[src/rtl/pipeline_stall_ctrl_pkg.sv]
// Shared types for the pipeline stall/flush sequencer: FSM state encoding and
// the bundle of per-stage control outputs.
package pipeline_stall_ctrl_pkg;

    typedef enum logic [1:0] {
        STALL_RUN      = 2'd0,
        STALL_DIV_WAIT = 2'd1,
        STALL_DIV_DONE = 2'd2
    } stall_state_e;

    typedef struct packed {
        logic if_stall;
        logic id_stall;
        logic exe_stall;
        logic id_flush;
        logic exe_flush;
        logic mem_flush;
        logic div_start;
        logic div_done;
    } stall_ctrl_t;

    localparam stall_ctrl_t CTRL_IDLE = '0;

    // Freeze IF, ID and EXE and feed bubbles into MEM while the divider runs.
    function automatic stall_ctrl_t div_hold_ctrl();
        stall_ctrl_t c;
        c           = CTRL_IDLE;
        c.if_stall  = 1'b1;
        c.id_stall  = 1'b1;
        c.exe_stall = 1'b1;
        c.mem_flush = 1'b1;
        return c;
    endfunction

endpackage

[src/rtl/pipeline_stall_ctrl_sat_counter.sv]
// Saturating up-counter with synchronous clear; clear wins over increment.
module sat_counter #(
    parameter int W = 32
) (
    input  logic         clk,
    input  logic         nrst,
    input  logic         inc,
    input  logic         clr,
    output logic [W-1:0] count
);

    logic [W-1:0] count_q;
    logic [W-1:0] count_d;

    always_comb begin
        count_d = count_q;
        if (clr) begin
            count_d = '0;
        end else if (inc && (count_q != {W{1'b1}})) begin
            count_d = count_q + W'(1);
        end
    end

    always_ff @(posedge clk) begin
        if (!nrst) begin
            count_q <= '0;
        end else begin
            count_q <= count_d;
        end
    end

    assign count = count_q;

endmodule

[src/rtl/pipeline_stall_ctrl.sv]
// Stall/flush sequencer for the 5-stage pipeline: load-use hazards, multi-cycle
// divide occupancy in EXE and ID redirects become per-stage hold/bubble controls.
module pipeline_stall_ctrl
    import pipeline_stall_ctrl_pkg::*;
#(
    parameter int DIV_CYCLES = 34,
    parameter int CNT_W      = 32
) (
    input  logic             clk,
    input  logic             nrst,
    input  logic             hzd_exe_to_id_A,
    input  logic             exe_is_div,
    input  logic             id_jump_taken,
    input  logic             stall_cnt_clr,
    output logic             if_stall,
    output logic             id_stall,
    output logic             exe_stall,
    output logic             id_flush,
    output logic             exe_flush,
    output logic             mem_flush,
    output logic             div_start,
    output logic             div_done,
    output logic [CNT_W-1:0] stall_count
);

    localparam int                DCNT_W   = $clog2(DIV_CYCLES);
    // The start cycle and the final zero-count cycle both stall, hence the -2.
    localparam logic [DCNT_W-1:0] DIV_LOAD = DCNT_W'(DIV_CYCLES - 2);

    stall_state_e      state_q;
    stall_state_e      state_d;
    logic [DCNT_W-1:0] div_cnt_q;
    logic [DCNT_W-1:0] div_cnt_d;
    stall_ctrl_t       ctrl;

    always_comb begin
        state_d   = state_q;
        div_cnt_d = div_cnt_q;
        ctrl      = CTRL_IDLE;
        case (state_q)
            STALL_RUN: begin
                if (exe_is_div) begin
                    ctrl           = div_hold_ctrl();
                    ctrl.div_start = 1'b1;
                    div_cnt_d      = DIV_LOAD;
                    state_d        = STALL_DIV_WAIT;
                end else if (hzd_exe_to_id_A) begin
                    ctrl.if_stall  = 1'b1;
                    ctrl.id_stall  = 1'b1;
                    ctrl.exe_flush = 1'b1;
                end else if (id_jump_taken) begin
                    ctrl.id_flush  = 1'b1;
                end
            end
            STALL_DIV_WAIT: begin
                ctrl = div_hold_ctrl();
                if (div_cnt_q == '0) begin
                    state_d = STALL_DIV_DONE;
                end else begin
                    div_cnt_d = div_cnt_q - DCNT_W'(1);
                end
            end
            STALL_DIV_DONE: begin
                // Redirect held in ID during the divide is honoured on release.
                ctrl.div_done = 1'b1;
                ctrl.id_flush = id_jump_taken;
                state_d       = STALL_RUN;
            end
            default: begin
                state_d = STALL_RUN;
            end
        endcase
        if (!nrst) begin
            ctrl = CTRL_IDLE;
        end
    end

    always_ff @(posedge clk) begin
        if (!nrst) begin
            state_q   <= STALL_RUN;
            div_cnt_q <= '0;
        end else begin
            state_q   <= state_d;
            div_cnt_q <= div_cnt_d;
        end
    end

    assign if_stall  = ctrl.if_stall;
    assign id_stall  = ctrl.id_stall;
    assign exe_stall = ctrl.exe_stall;
    assign id_flush  = ctrl.id_flush;
    assign exe_flush = ctrl.exe_flush;
    assign mem_flush = ctrl.mem_flush;
    assign div_start = ctrl.div_start;
    assign div_done  = ctrl.div_done;

    sat_counter #(
        .W(CNT_W)
    ) u_stall_cnt (
        .clk   (clk),
        .nrst  (nrst),
        .inc   (ctrl.if_stall),
        .clr   (stall_cnt_clr),
        .count (stall_count)
    );

endmodule

[config.mk]
export PLATFORM = sky130hd
export DESIGN_NAME = pipeline_stall_ctrl
export DESIGN_NICKNAME = d
export VERILOG_FILES = /design/src/rtl/pipeline_stall_ctrl_pkg.sv /design/src/rtl/pipeline_stall_ctrl_sat_counter.sv /design/src/rtl/pipeline_stall_ctrl.sv
export SDC_FILE = /design/constraint.sdc
export NUM_CORES = 1
export LEC_CHECK = 0
export CAP_MARGIN = 20
export CORE_ASPECT_RATIO = 0.8
export CORE_MARGIN = 3
export CORE_UTILIZATION = 45
export CTS_CLUSTER_SIZE = 20
export DETAILED_ROUTE_END_ITERATION = 8
export GPL_ROUTABILITY_DRIVEN = 0
export PLACE_DENSITY = 0.78
export SLEW_MARGIN = 10
export SYNTH_ARGS = -nofsm -noshare
export SYNTH_HDL_FRONTEND = slang
export SYNTH_SLANG_ARGS = --single-unit
[constraint.sdc]
create_clock -name clk -period 1.95 [get_ports clk]
set_input_delay 0.2925 -clock clk [delete_from_list [all_inputs] [get_ports clk]]
set_output_delay 0.2925 -clock clk [all_outputs]
set_load 0.01 [all_outputs]
==> summary.md <==
| Metric | Value |
|---|---|
| Status | `complete, but fails checks` |
| Failing checks | `negative setup slack` |
| Sequential element share of the synthesized area | `38.2%` |
| Post-synth EDFFs | `0` |
| CP arrival | `2.27 ns` |
| Layout area overhead | `62.0%` |
| DR pass1 iterations | `4` |
| Routed WL | `7050 microns` |
| Dpl cells | `411` |
| CTS Sinks | `40` |
| Final min period | `2.04 ns` |
| ANT cells | `0` |
| Final setup viols | `5` |
| Max Used Layer | `met4` |
| Worst slew pin tran | `0.560 ns` |
| Synth Cell Area | `0.00210 sq mm` |
| Hold crit path type | `flop to flop` |
| Synth warn | `0` |
| CP endpoint | `u_stall_cnt.count[20]` |
| Initial Util | `48.3%` |
| Die ar. | `0.00552 sq mm` |
| TritonCTS buffer count | `5` |
| Hold Crit Depth | `2` |
| Root buf cell | `clkbuf_8` |
| Clk_skew | `0.00918 ns` |
| # rows | `21` |
| Die Span Y | `67.0 microns` |
| Worst path required time | `2.19 ns` |
| Max-cap viol count | `0` |
| Reg-to-Reg End | `u_stall_cnt.count[20]` |
| Initial antenna violation count | `0` |
| Type of origin of the critical path | `flop` |
| Remaining Overflow, GRT | `0` |
| Gr usage total | `25.8%` |
| Core area | `0.00434 sq mm` |
| Post-synth top flop | `dfxtp_1` |
| Reg-to-Reg Start | `u_stall_cnt.count[0]` |
| Net Count, Synth | `262` |
| R2R cell count | `6` |
| Critical Path Sink Type | `flop` |
| Post-synth top area share | `38.2%` |
| Wire length per cell | `16.6 microns` |
| Maximum clock rate | `491 MHz` |
| Post-route cell area | `0.00340 sq mm` |
| Most frequent cells in the layout | `buf_4, dfxtp_1, clkdlybuf4s50_1, nor2_1, nand2_1` |
| Leading cell type in the layout, fill and taps excluded | `buf_4` |
| Fin nets | `376` |
| HPWL after DPL | `4510 microns` |
| Setup TNS | `-0.170 ns` |
| Met2 wire len | `3410 microns` |
| Largest net degree at the start of global routing | `16` |
| Total power | `0.00235 W` |
| Final Hold Viols | `0` |
| Vias per cell | `5.78` |
| R2r setup slk | `-0.09 ns` |
| Asr flop ratio synth | `0%` |
| Drt first-iter violations | `173` |
| Post-synth top area cell | `dfxtp_1` |
| Hold Buf Count CTS | `0` |
| Wire length on met1 | `3050 microns` |
| Clk slew on worst S/H paths | `0.08 ns` |
| Leakage | `1.38 nW` |
| Seq cells post-synth | `40` |
| CTS tree | `yes` |
| Layout cell share with drive strength beyond 1 | `29.9%` |
| Pins over their slew limit | `0` |
| Vias in the first global route | `2212` |
| Worst Hold Margin | `0.524 ns` |
| First-pass GRT wire length | `10800 microns` |
| Pwr per Cell Area | `691 mW/mm^2` |
| Yosys cell types | `44` |
| Fin crit share | `104%` |
| Max_slew headroom | `62.7%` |
| Crit path launch | `u_stall_cnt.count[0]` |
| Worst IR drop on VDD | `763 uV` |
| Maximum clock insertion buffer count | `2` |
| Clock latency on the worst-skew pair | `0.30 ns` |
| CTS HTree Levels | `2` |
| Setup slack after layout | `-0.0855 ns` |
| Antenna Nets Post-Route | `0` |
| Crit Path Class | `flop to flop` |
| IO Port Bufs | `45` |
| Post-Layout Cell Count | `425` |
| Dpl cell area | `0.00310 sq mm` |
| Remaining DRCs | `0` |
| Syn avg cell area | `8.28 sq um` |
| Unrepaired setup endpoints after global routing | `yes` |
| IO Pins | `46` |
| Gate Count Post-Synth | `253` |
| Die X | `82.3 microns` |
| Crit-path max FO | `6` |
| Largest cells by area after synthesis | `dfxtp_1, nor2_1, xnor2_1` |
| WL met3 | `478 microns` |
| Via count | `2456` |
-- sequential cells by signal, indices dropped and copies added, names as in the netlist --
register,count
u_stall_cnt.count,32
div_cnt_q,6
state_q,2
-- synthesized netlist by cell type (3+ instances only) --
cell        n
or4_1       3
a211oi_1    6
o21ai_0    10
a31oi_1     6
a41o_1      5
buf_2       3
nand2_1    19
xor2_1      4
a21oi_1    15
and3_1      6
clkbuf_1    6
ha_1        3
nor4_1      5
nor2_1     34
a2111oi_0   3
xnor2_1    13
inv_1       6
or3_1       8
and4_1      4
nand4_1    13
dfxtp_1    40
nand3_1    12
-- where the power goes --
group          internal [W]  leakage (nW)  total (W)  switching (W)
sequential         0.000887         0.326   0.000953      0.0000668
combinational      0.000300         0.991   0.000643       0.000342
clock              0.000452        0.0645   0.000751       0.000299
total               0.00164          1.38    0.00235       0.000708
-- metrics by stage --
step	worst slack, ns	utilization [%]
global route	-0.111	78.3
CTS	-0.0809	75.6
floorplan	-0.174	-
global placement	-0.549	71.6
detailed placement	-0.549	71.6
finish	-0.0855	78.3
-- layout make-up --
type	count	area (sq um)
clock buffer	7	96.3
clock inverter	1	30.0
tap	57	71.3
multi-input combinational	196	1370
timing repair buffer	118	1000
inverter	6	22.5
fill	300	940
sequential	40	810
-- worst max-delay path: stages (launching register included) --
cell and delay, ns:
dfxtp_4 0.36, ha_4 0.13, nand4_1 0.11, or4_4 0.46, a211o_4 0.35, or4_4 0.42
a21oi_2 0.12
-- worst min path at each step --
stage / to / startpoint / slack, ns
after floorplan: state_q[1] / nrst / 0.44
after global placement: u_stall_cnt.count[31] / u_stall_cnt.count[31] / 0.48
after detailed placement: u_stall_cnt.count[31] / u_stall_cnt.count[31] / 0.48
after CTS: u_stall_cnt.count[31] / u_stall_cnt.count[31] / 0.50
after global routing: u_stall_cnt.count[31] / u_stall_cnt.count[31] / 0.58
final: u_stall_cnt.count[31] / u_stall_cnt.count[31] / 0.52
-- cell families after synthesis --
kind of cell | Yosys count | synth area share, %
DFF | 40 | 38.2
muxes | 2 | 0.955
and+or+nand+nor | 119 | 30.3
buffers and inverters | 18 | 3.76
xor gates and xnor gates | 17 | 7.10
AOI/OAI and AO/OA | 54 | 17.9
adders and majority gates | 3 | 1.79
-- metal layers --
metal	up-vias	track usage [%]
li1	1171	-
met1	1167	33.7
met2	109	41.6
met3	9	5.54
met4	0	8.92
met5	-	0
-- timing repair --
action                     4_1_cts  5_1_grt
setup endpoints to repair       33       30
pin swaps                        4        8
buffers inserted                 2        3
cloned                           1        1
resized for setup               17       18
Power figures use the tool's default switching activity.
